## src/rtl/lsu_handshake.sv

```systemverilog
// lsu_handshake: RV32I load/store unit driving a valid/ready data-memory bus.
// Build option: define LSU_MISALIGN_TRAP_EN to trap misaligned accesses.
module lsu_handshake #(
  parameter int ADDR_W = 32
) (
  input  logic              clk,
  input  logic              reset,
  input  logic              req_valid,
  input  logic              req_we,
  input  logic [2:0]        req_funct3,
  input  logic [ADDR_W-1:0] req_addr,
  input  logic [31:0]       req_wdata,
  output logic              stall,
  output logic              rsp_valid,
  output logic [31:0]       rsp_rdata,
  output logic              err,
  output logic              mem_valid,
  input  logic              mem_ready,
  output logic              mem_we,
  output logic [ADDR_W-1:0] mem_addr,
  output logic [31:0]       mem_wdata,
  output logic [3:0]        mem_wstrb,
  input  logic [31:0]       mem_rdata
);

  typedef enum logic [1:0] {
    IDLE,
    BUSY,
    RESP
  } state_t;

  state_t      state;
  logic [2:0]  f3_q;
  logic [1:0]  lane_q;
  logic        f3_ok;
  logic        bad;
  logic [1:0]  lane;
  logic [31:0] wdata;
  logic [3:0]  wstrb;
  logic [31:0] sh;
  logic [31:0] ldata;

  always_comb begin
    f3_ok = 1'b0;
    bad   = 1'b0;
    lane  = req_addr[1:0];
    wdata = req_wdata;
    wstrb = 4'b0000;
    unique case (req_funct3)
      3'b000, 3'b001, 3'b010: f3_ok = 1'b1;
      3'b100, 3'b101:         f3_ok = !req_we;
      default:                f3_ok = 1'b0;
    endcase
    // Lane is the effective (possibly force-aligned) byte offset.
    unique case (req_funct3[1:0])
      2'b00: begin
        wdata = {4{req_wdata[7:0]}};
        wstrb = 4'b0001 << lane;
      end
      2'b01: begin
        lane  = {req_addr[1], 1'b0};
        wdata = {2{req_wdata[15:0]}};
        wstrb = 4'b0011 << lane;
`ifdef LSU_MISALIGN_TRAP_EN
        bad   = req_addr[0];
`endif
      end
      2'b10: begin
        lane  = 2'b00;
        wstrb = 4'b1111;
`ifdef LSU_MISALIGN_TRAP_EN
        bad   = |req_addr[1:0];
`endif
      end
      default: ;
    endcase
    if (!req_we) wstrb = 4'b0000;
    bad = bad || !f3_ok;
  end

  assign sh = mem_rdata >> {lane_q, 3'b000};

  always_comb begin
    ldata = sh;
    unique case (f3_q)
      3'b000:  ldata = {{24{sh[7]}}, sh[7:0]};
      3'b001:  ldata = {{16{sh[15]}}, sh[15:0]};
      3'b100:  ldata = {24'h0, sh[7:0]};
      3'b101:  ldata = {16'h0, sh[15:0]};
      default: ldata = sh;
    endcase
  end

  assign stall = reset &&
    ((state == IDLE && req_valid) || state == BUSY);

  always_ff @(posedge clk or negedge reset) begin
    if (!reset) begin
      state     <= IDLE;
      f3_q      <= 3'b000;
      lane_q    <= 2'b00;
      rsp_valid <= 1'b0;
      rsp_rdata <= 32'h0;
      err       <= 1'b0;
      mem_valid <= 1'b0;
      mem_we    <= 1'b0;
      mem_addr  <= '0;
      mem_wdata <= 32'h0;
      mem_wstrb <= 4'b0000;
    end else begin
      unique case (state)
        IDLE: if (req_valid) begin
          f3_q   <= req_funct3;
          lane_q <= lane;
          if (bad) begin
            state     <= RESP;
            rsp_valid <= 1'b1;
            err       <= 1'b1;
            rsp_rdata <= 32'h0;
          end else begin
            state     <= BUSY;
            mem_valid <= 1'b1;
            mem_we    <= req_we;
            mem_addr  <= {req_addr[ADDR_W-1:2], 2'b00};
            mem_wdata <= wdata;
            mem_wstrb <= wstrb;
          end
        end
        BUSY: if (mem_ready) begin
          state     <= RESP;
          mem_valid <= 1'b0;
          rsp_valid <= 1'b1;
          rsp_rdata <= mem_we ? 32'h0 : ldata;
        end
        RESP: begin
          state     <= IDLE;
          rsp_valid <= 1'b0;
          err       <= 1'b0;
          rsp_rdata <= 32'h0;
        end
        default: state <= IDLE;
      endcase
    end
  end

endmodule

```

## config.mk

```make
export PLATFORM = sky130hd
export DESIGN_NAME = lsu_handshake
export DESIGN_NICKNAME = d
export VERILOG_FILES = /design/src/rtl/lsu_handshake.sv
export SDC_FILE = /design/constraint.sdc
export NUM_CORES = 1
export LEC_CHECK = 0
export CORE_MARGIN = 2
export CORE_UTILIZATION = 47
export CTS_CLUSTER_DIAMETER = 60
export CTS_CLUSTER_SIZE = 30
export DETAILED_ROUTE_END_ITERATION = 10
export PLACE_DENSITY = 0.86
export RECOVER_POWER = 50
export SYNTH_ARGS = -nofsm -noshare
export SYNTH_HDL_FRONTEND = slang
export SYNTH_SLANG_ARGS = --single-unit
```

## constraint.sdc

```tcl
create_clock -name clk -period 3.3 [get_ports clk]
set_input_delay 0.99 -clock clk [delete_from_list [all_inputs] [get_ports clk]]
set_output_delay 0.99 -clock clk [all_outputs]
set_load 0.05 [all_outputs]
```

Yosys cells after proc, flatten, opt, wreduce, memory -nomap -nowiden
Index checks and enable logic that the tools add are counted.
{"block": "totals", "ff_bits": 109, "latch_bits": 0, "ramBits": 0, "rom_bits": 0, "inputBits": 104, "out_inout_bits": 105, "wordCells": 72, "mem_count": 0}
{"block": "classes", "addsub": 0, "multipliers": 0, "n_div": 0, "n_lt_le_gt_ge": 0, "eq_ne": 15, "shift": 3, "mux": 24, "bitwise_logic": 0, "reduce_logical": 19}
{"operator": "32-bit 2-to-1 mux", "n": 4}
{"operator": "32-bit one-hot mux with 4 select lines", "n": 1}
{"operator": "32-bit one-hot mux with 3 select lines", "n": 1}
{"operator": "32-bit one-hot mux with 2 select lines", "n": 1}
{"operator": "32-bit by 5-bit >> shifter with 32-bit output", "n": 1}
{"operator": "3-bit == test (second input constant)", "n": 4}
{"operator": "4-bit one-hot mux with 3 select lines", "n": 1}
{"operator": "2-bit inequality test (second input constant)", "n": 4}
{"operator": "2-bit one-hot mux with 2 select lines", "n": 2}
{"operator": "4-bit AND reduction", "n": 2}
{"operator": "3-bit by 1-bit == test with 1-bit output (second input constant)", "n": 2}
{"operator": "3-bit zero test", "n": 2}
{"operator": "1-bit 2-to-1 mux", "n": 6}
{"operator": "2-bit 2-to-1 mux", "n": 3}
{"operator": "1-bit one-hot mux with 2 select lines", "n": 3}
{"operator": "3-bit AND reduction", "n": 2}
{"operator": "2-bit by 1-bit == test with 1-bit output (second input constant)", "n": 2}
{"operator": "2-bit == test (second input constant)", "n": 2}
{"operator": "2-bit zero test", "n": 2}
{"operator": "4-bit 2-to-1 mux", "n": 1}
{"operator": "2-bit AND reduction", "n": 2}
{"operator": "2-bit nonzero test", "n": 2}
{"operator": "1-bit by 2-bit left shift with 4-bit output (first input constant)", "n": 1}
{"operator": "2-bit by 2-bit left shift with 4-bit output (first input constant)", "n": 1}
{"operator": "other kinds (8)", "n": 9}

Longest topological paths before layout
Gate-level depths: netlist (run 1).
{"block": "depth", "ltp_word": 6, "ltp_mapped": 8, "depth_no_buf": 6}

Worst setup path after synthesis (run 1)
No wires, ideal clock.
{"block": "synth_timing", "kind": "input to register", "startpoint": "input req_funct3[0]", "endpoint": "register rsp_rdata[26]", "setup_ns": 0.127, "arrival_time_ns": 2.352, "t_required_ns": 3.173, "path_slack_ns": 0.822, "path_stages": 7, "n_path_buf": 1, "cell_sequence": "inv_1 ha_1 nor2b_1 nor3b_1 o31ai_2 buf_2 a221o_2"}
{"block": "synth_between", "elab_chain_cells": 5, "word_cells_on_any_way": 10, "cone_classes": "5 x eq/ne; 1 x mux; 4 x reduce/logical"}
{"element": "start: declaration", "line": "10", "text": "input logic [2:0] req_funct3,"}
{"element": "3-bit by 1-bit == test with 1-bit output, or another cell as far along", "line": "49", "text": "unique case (req_funct3)"}
{"element": "3-bit OR reduction / 2-bit OR reduction (equally long branches)", "line": "49"}
{"element": "1-bit one-hot mux with 2 select lines *", "line": "49"}
{"element": "2-bit inequality test (no source line) *"}
{"element": "4-bit AND reduction (no source line) *"}
{"element": "end signal: assignment", "line": "133", "text": "rsp_rdata <= mem_we ? 32'h0 : ldata;"}
{"element": "end: declaration", "line": "15", "text": "output logic [31:0] rsp_rdata,"}
Mark *: on every way between the ends. The rest lies on a longest branch, timed or not.
A chain may end at the register's enable or synchronous reset.

Worst setup path after layout (run 1)
{"block": "layout_timing", "startpoint": "input req_funct3[1]", "endpoint": "register mem_wstrb[3]"}
{"block": "layout_between", "elab_chain_cells": 4, "word_cells_on_any_way": 14, "cone_classes": "6 x eq/ne; 3 x mux; 5 x reduce/logical"}
{"element": "3-bit by 1-bit == test with 1-bit output, or another cell as far along", "line": "49"}
{"element": "3-bit OR reduction / 2-bit OR reduction (equally long branches)", "line": "49"}
{"element": "1-bit one-hot mux with 2 select lines", "line": "49"}
{"element": "3-bit AND reduction (no source line)"}
{"element": "end signal: assignment", "line": "126", "text": "mem_wstrb <= wstrb;"}
{"element": "end: declaration", "line": "22", "text": "output logic [3:0] mem_wstrb,"}
Parallel ways exist; a longest one is shown, timed or not.

==> results of run 1 <==
[power groups by stage]
stage	Clock, mW	Sequential [mW]	Combinational (mW)
5_1_grt	0.914	2.05	3.38
6_report	0.847	2.00	3.23
3_3_place_gp	0	2.00	3.22
2_1_floorplan	0	3.33	0.765
4_1_cts	0.868	2.00	3.28
3_5_place_dp	0	2.02	3.27
[per-layer routing]
metal / share of wire (%) / track usage, %
met1: 38 / 29.8
met2: 49 / 42.4
met5: 0 / 0
met4: 1.7 / 8.70
met3: 11 / 9.58
[registers in the layout, summed over array words and instances (netlist names), 2 cells and up]
register,cells
mem_wdata,32
lane_q,2
f3_q,3
rsp_rdata,32
mem_wstrb,4
mem_addr,30
state,2
[per-stage QoR]
step           std cells  setup WS, ps
2_1_floorplan        440           822
3_3_place_gp         768         -6.92
3_5_place_dp         768          -120
4_1_cts              784           295
5_1_grt              784          55.8
6_report             784           222
[cell type report]
| type | count | area (sq um) |
|---|---|---|
| fillers | 782 | 3230 |
| flip-flops and latches | 109 | 2730 |
| multi-input cells | 290 | 2200 |
| repair buffers | 221 | 2170 |
| well taps | 140 | 175 |
| clock buffers | 11 | 151 |
| clock inverters | 5 | 57.6 |
| inverters | 8 | 30.0 |
[cell families (layout without fill, tap and decap cells)]
kind of cell             Yosys count  after routing
flip-flops                       109            109
AND/OR/NAND/NOR                   81             81
buffers and inverters             41            245
multiplexers                      73             73
AO/OA/AOI/OAI                    130            130
adder cells (fa/ha/maj)            4              4
other                              1              2
[critical path: stages]
cell	delay [ps]
clkdlybuf4s50_1	480
buf_4	130
ha_1	160
nor2b_1	170
clkbuf_1	180
o21bai_4	100
clkbuf_2	460
or3b_4	570
o21ai_1	140
[cell usage after synthesis (all sizes together), types with 4 or more instances]
cell,number,share of area [%]
mux2,49,11
a211o,8,1.6
nor2b,4,0.49
nand3b,8,1.2
nand2,37,2.7
inv,7,0.51
clkbuf,14,1.0
o2bb2ai,15,2.6
a221o,8,1.8
o21ai,41,4.0
mux2i,23,4.5
ha,4,0.98
a21oi,27,2.6
a22oi,8,1.2
dfrtp,109,53
nor3b,4,0.68
nand2b,4,0.49
buf,19,2.3
a22o,8,1.4
nor2,18,1.4
[worst max path at each step]
| stage | start | to | slack, ps | cells after the start |
|---|---|---|---|---|
| floorplan | req_funct3[0] | rsp_rdata[26]$_DFFE_PN0P_ | 820 | 7 |
| global placement | req_funct3[0] | rsp_rdata[6]$_DFFE_PN0P_ | -7 | 8 |
| detailed placement | req_funct3[0] | rsp_rdata[11]$_DFFE_PN0P_ | -120 | 8 |
| CTS | req_funct3[0] | rsp_rdata[11]$_DFFE_PN0P_ | 290 | 8 |
| global route | req_funct3[0] | mem_wstrb[2]$_DFFE_PN0P_ | 60 | 8 |
| finish | req_funct3[1] | mem_wstrb[3]$_DFFE_PN0P_ | 220 | 9 |
==> results.yml, run 1 <==
outcome:
  status: "finished, violations left"
  violations: "capacitance limit, slew limit"
power_and_ir_drop:
  power_switching_mw: 2.79
  pwr-share-comb_pct: 53.1
  clockPowerShare_pct: 14.0
  total_leakage_power_nw: 3.24
  powerDensity_nw_per_um2: 808
  finalPower_mw: 6.07
  ir_worst_vdd_mv: 0.779
  p_seq_share_pct: 32.9
  power_switching_share_pct: 46.0
  p_int_mw: 3.28
synth:
  yosysUniqueCellTypes: 46
  synth_compound_area_share_pct: 18.1
  synth_cells: 439
  yosys.area_share.simple_pct: 7.87
  synthAdderAreaFrac_pct: 0.978
  syn_area_sq_um: 5120
  synth_xor_area_share_pct: 0
  ys_seq_area_share_pct: 53.3
  synth-async-reset-ratio_pct: 100
  avgSynthCellArea_sq_um: 11.7
  yosys_warnings: 0
  synth-seq-cells: 109
  synth_top_family_by_area: "compound AO/OA/AOI/OAI gates"
  synth_edf_count: 0
  yosys_most_used_dff: "dfrtp_1"
  synth_mux_area_share_pct: 15.7
floorplan:
  die_x_um: 108
  dieHeight_um: 108
  start_util_pct: 47.6
  die_area_sq_um: 11700
  ios: 209
  rows: 38
  core_sq_um: 10700
setup_path:
  r2r-end: "rsp_rdata[25]$_DFFE_PN0P_"
  reg2reg_from: "lane_q[1]$_DFFE_PN0P_"
  cp.arrival_ps: 3380
  r2r_cells: 3
  endpoint_kind: "register"
  crit_required_ps: 3600
  cp-start-kind: "primary input"
  reg2reg_slack_ps: 710
  path_max_fanout: 44
  path_class: "primary input to register"
clocking:
  clk_latency_ps: 370
  numCtsBuffers: 9
  ctsResizeCount: 0
  clock_sinks: 109
  cts_hold_buffers: 0
  clk_pin_slew_ps: 100
  clockBufferDepth: 2
  cts-root-buf: "clkbuf_8"
  post_cts_buffers: 0
  cts-htree-levels: 3
  tritoncts: "done"
route:
  drc: 0
  wl_per_cell_um: 18.6
  wirelength_um: 14600
  drtIter0Drc: 152
  drt-pass1-iter-count: 4
  num_vias: 4293
  detail-route-antenna-nets: 0
  vias_per_cell: 5.48
placement:
  dp_hpwl_um: 11000
  gp_congestion: 0.880
  port_buffers: 206
  dpl_cell_area_sq_um: 7340
finish:
  layout_common_cells: "185 x clkdlybuf4s50_1, 109 x dfrtp_1, 49 x mux2_2"
  syn_to_final_growth_pct: 46.8
  num_antenna_cells: 0
  utilization_pct: 69.9
  final_cell_area_sq_um: 7510
  layout_commonest_cell: "clkdlybuf4s50_1"
  drive_gt1_share_pct: 16.0
  nets: 747
grt:
  grt_max_degree: 78
  grt_pass1_wl_um: 22700
  antenna_found_initial: 0
  gr-total-overflow: 0
  grt_pass1_vias: 4504
  grtUsageTotal_pct: 25.2
hold_path:
  hold_start: "mem_wstrb[0]$_DFFE_PN0P_"
  hold_depth: 2
  hold_path.class: "register to register"
  whs_endpoint: "mem_wstrb[0]$_DFFE_PN0P_"
sta:
  tns_ps: 0
  final.setup_skew_ps: 9.47
  finalMaxSlewViolations: 78
  fin_crit_ps: 3080
  fin_crit_sh_pct: 93.3
  holdWs_ps: 493
  worst_pin_slew_ps: 1700
  fmaxAchievable_ghz: 0.325
  finalHoldViolCount: 0
  setup-violations-final: 0
  rsz0062_at_grt: "no"
  max_slew_margin_pct: -13.6
flow_run:
  maxCapViolations: 1
No activity file was read; power rests on OpenSTA's default activity.
==> run 2: changes to the inputs <==
--- a/config.mk
+++ b/config.mk
@@ -12,6 +12,7 @@
 export DETAILED_ROUTE_END_ITERATION = 10
 export PLACE_DENSITY = 0.86
 export RECOVER_POWER = 50
+export SKIP_CTS_REPAIR_TIMING = 1
 export SYNTH_ARGS = -nofsm -noshare
 export SYNTH_HDL_FRONTEND = slang
 export SYNTH_SLANG_ARGS = --single-unit
==> results of run 2 <==
Final layout, timing and power as in run 1 (identical DEF).
==> run 3: changes to the inputs <==
--- a/config.mk
+++ b/config.mk
@@ -12,7 +12,7 @@
 export DETAILED_ROUTE_END_ITERATION = 10
 export PLACE_DENSITY = 0.86
 export RECOVER_POWER = 50
-export SKIP_CTS_REPAIR_TIMING = 1
 export SYNTH_ARGS = -nofsm -noshare
 export SYNTH_HDL_FRONTEND = slang
 export SYNTH_SLANG_ARGS = --single-unit
+export TNS_END_PERCENT = 10
==> results of run 3 <==
Final layout, timing and power as in run 1 (identical DEF).
==> RTL edit 1 (settings of run 1) <==
Re-encode `state_t` (3 states) as one-hot, 3 bits wide.
--- a/src/rtl/lsu_handshake.sv
+++ b/src/rtl/lsu_handshake.sv
@@ -23,10 +23,10 @@
   input  logic [31:0]       mem_rdata
 );
 
-  typedef enum logic [1:0] {
-    IDLE,
-    BUSY,
-    RESP
+  typedef enum logic [2:0] {
+    IDLE = 3'b001,
+    BUSY = 3'b010,
+    RESP = 3'b100
   } state_t;
 
   state_t      state;
Check against the original RTL: no difference found for any inputs over 4 cycles, from zero or initial values and one cycle with reset low; so few cycles prove little.
==> RTL edit 1 against run 1 <==
  * The run still ends with max-capacitance violations, max-slew violations left
  * Sequential cell count is 1 higher
  * Power rose by 7.2%
  * Design area rose by 0.88%
  * Synthesized cell count up 0.46%
  * Core utilization increased by 0.93 points
  * Wire length grew 1.7%
  * Setup slack got worse by 110 ps
  * Area after synthesis shrank 0.32%
  * Critical path type is now primary input to output pin
==> RTL edit 1: results (changes against run 1) <==
* Status: finished with violations (unchanged)
* Failing checks: max-capacitance violations, max-slew violations (unchanged)
* Largest stage delay on the critical path at 500 ps (was 570 ps)
* Crit path capture: stall (was mem_wstrb[3])
* Slowest CP cell: clkdlybuf4s50_1 (was or3b_4)
* # fillers at 761 (was 782)
* Leak Pwr at 3.30 nW (was 3.24 nW)
* Post-synth top cells: 109 x dfrtp_1, 38 x o21ai_0, 36 x mux2_1, 34 x nand2_1, 31 x a21oi_1 (was 109 x dfrtp_1, 49 x mux2_2, 37 x nand2_1, 37 x o21ai_0, 27 x a21oi_1)
* Compound-gate portion of the synthesized area at 0.178 (was 0.181)
* Grt met2 use at 0.429 (was 0.424)
* RR Endpoint: rsp_rdata[13] (was rsp_rdata[25])
* Register-to-register path setup slack at 1160 ps (was 710 ps)
* Critical register-to-register path startpoint: state[2] (was lane_q[1])
* CP arrival at 2190 ps (was 3380 ps)
* Wl on met1 at 5.77 mm (was 5.58 mm)
* Vias in the first global route at 4560 (was 4504)
* Critical path peak fanout at 3 (was 44)
* Tightest Pin Transition at 1690 ps (was 1700 ps)
* First-pass GRT wire length at 23.3 mm (was 22.7 mm)
* Critical path launch point: req_valid (was req_funct3[1])
* Gpl congestion at 0.862 (was 0.880)
* Final #Nets at 754 (was 747)
* Pins Over Slew Limit at 71 (was 78)
* Max Cap Viol at 1 (unchanged)
* Top post-synthesis cells by area: dfrtp_1 53%, mux2_1 7.9%, mux2i_1 3.9%, o21ai_0 3.7%, a221o_1 3.3% (was dfrtp_1 53%, mux2_2 11%, mux2i_1 4.5%, o21ai_0 3.6%, nand2_1 2.7%)
* Synth cell types at 41 (was 46)
* Worst Hold Path EP: mem_wdata[12] (was mem_wstrb[0])
[RTL edit 1: report_power, final]
part / internal, mW / switching (mW)
clock network: 0.378 / 0.462
logic: 1.20 / 2.36
registers: 1.81 / 0.294
total: 3.39 / 3.11
[RTL edit 1: cell type report]
| cell class | count | area, sq um | area share |
|---|---|---|---|
| clock buffer | 10 | 138 | 0.0182 |
| multi-input combinational | 286 | 2160 | 0.285 |
| timing repair buffer | 227 | 2230 | 0.295 |
| clock inverter | 6 | 68.8 | 0.00908 |
| tap | 140 | 175 | 0.0231 |
| sequential | 110 | 2750 | 0.363 |
| inverter | 12 | 45.0 | 0.00594 |
[RTL edit 1: through the flow]
step                      cell area (sq um)  std cells  setup WS (ps)   util  setup TNS (ps)
after global placement                 7380        775          -22.6  0.690            -214
after floorplan                        5100        442            294      -               0
after detailed placement               7380        775           -178  0.690           -3370
final                                  7580        791            117  0.708               0
after global routing                   7580        791           18.9  0.708               0
after CTS                              7590        791           43.8  0.709               0
==> RTL edit 2 (flow settings as in run 1) <==
Without the edit above. Build with the macro `LSU_MISALIGN_TRAP_EN` defined.
--- a/src/rtl/lsu_handshake.sv
+++ b/src/rtl/lsu_handshake.sv
@@ -1,5 +1,7 @@
 // lsu_handshake: RV32I load/store unit driving a valid/ready data-memory bus.
 // Build option: define LSU_MISALIGN_TRAP_EN to trap misaligned accesses.
+`define LSU_MISALIGN_TRAP_EN
+
 module lsu_handshake #(
   parameter int ADDR_W = 32
 ) (
Check against the original RTL: not equivalent (Yosys sat finds a counterexample within 4 cycles, from zero or initial values and one cycle with reset low).
==> RTL edit 2 against run 1 <==
  * Power is 2.0% higher
  * First-iteration DRC count is 24% higher
  * Area after synthesis is 0.90% higher
  * Wire length is 4.2% lower
  * Design area is 0.43% higher
  * Count of clock-buffer cells in the layout is 3 higher
  * Sequential cell count stayed put
  * Setup slack worse by 94 ps
  * The run still ends with max-capacitance violations, max-slew violations left
  * Global-route usage is 1.5 points lower
  * Via count is 2.9% lower
  * Highest routed layer unchanged
==> RTL edit 2: results (changes against run 1) <==
* Critical path launch point: req_valid (was req_funct3[1])
* GR Layer Usage met3 at 0.0508 (was 0.0958)
* Max Cap Viol at 1 (unchanged)
* Layout cells sized above 1 at 0.176 (was 0.160)
* CP arrival at 2180 ps (was 3380 ps)
* Met2 Routed Length at 6.96 mm (was 7.12 mm)
* DR WL met3 at 940 microns (was 1.60 mm)
* Post-Route WL at 13.9 mm (was 14.6 mm)
* Dpl ws at 104 ps (was -120 ps)
* Dpl hpwl at 10.4 mm (was 11.0 mm)
* Worst R2R Path Depth at 5 (was 3)
* Status: finished with violations (unchanged)
* Critical path peak fanout at 4 (was 44)
* Placed insts at 750 (was 768)
* Gpl congestion at 0.802 (was 0.880)
* Worst hold slack at 485 ps (was 493 ps)
* Final #Nets at 729 (was 747)
* Via Count at 4167 (was 4293)
* Failing checks: max-capacitance violations, max-slew violations (unchanged)
* Top post-synthesis cells by area: dfrtp_1 53%, mux2_2 15%, o2bb2ai_1 3.7%, mux2i_1 3.5%, nand2_1 2.5% (was dfrtp_1 53%, mux2_2 11%, mux2i_1 4.5%, o21ai_0 3.6%, nand2_1 2.7%)
* Synth cell types at 41 (was 46)
* Crit path capture: stall (was mem_wstrb[3])
* Post-synth top cells: 109 x dfrtp_1, 71 x mux2_2, 35 x nand2_1, 22 x o2bb2ai_1, 18 x mux2i_1 (was 109 x dfrtp_1, 49 x mux2_2, 37 x nand2_1, 37 x o21ai_0, 27 x a21oi_1)
* # fillers at 820 (was 782)
* Placed Instance Area at 7380 sq um (was 7340 sq um)
* Pins Over Slew Limit at 69 (was 78)
* Setup Skew at 8.71 ps (was 9.47 ps)
* Register-to-register path setup slack at 990 ps (was 710 ps)
* Cells after synthesis at 421 (was 439)
[RTL edit 2: cell families after synthesis]
logic type	Yosys count	synth area share
fa+ha+maj	4	0.00970
buf+inv	41	0.0395
compound gates	98	0.142
other cells	1	0.000726
simple gates	68	0.0637
flops	109	0.528
mux	100	0.216
[RTL edit 2: cell type report]
| type | instances | area (sq um) | area share |
|---|---|---|---|
| flip-flops and latches | 109 | 2730 | 0.362 |
| multi-input cells | 272 | 2240 | 0.297 |
| repair buffers | 220 | 2190 | 0.290 |
| well taps | 140 | 175 | 0.0232 |
| clock buffers | 14 | 173 | 0.0229 |
| inverters | 9 | 33.8 | 0.00448 |
| clock inverters | 1 | 5.00 | 0.000663 |
[RTL edit 2: report_power, final]
part	internal (mW)	switching, mW	leakage [nW]	total [mW]
Sequential	1.77	0.238	1.37	2.01
Combinational	1.21	2.21	1.80	3.42
Clock	0.333	0.431	0.0926	0.764
Total	3.31	2.88	3.26	6.19
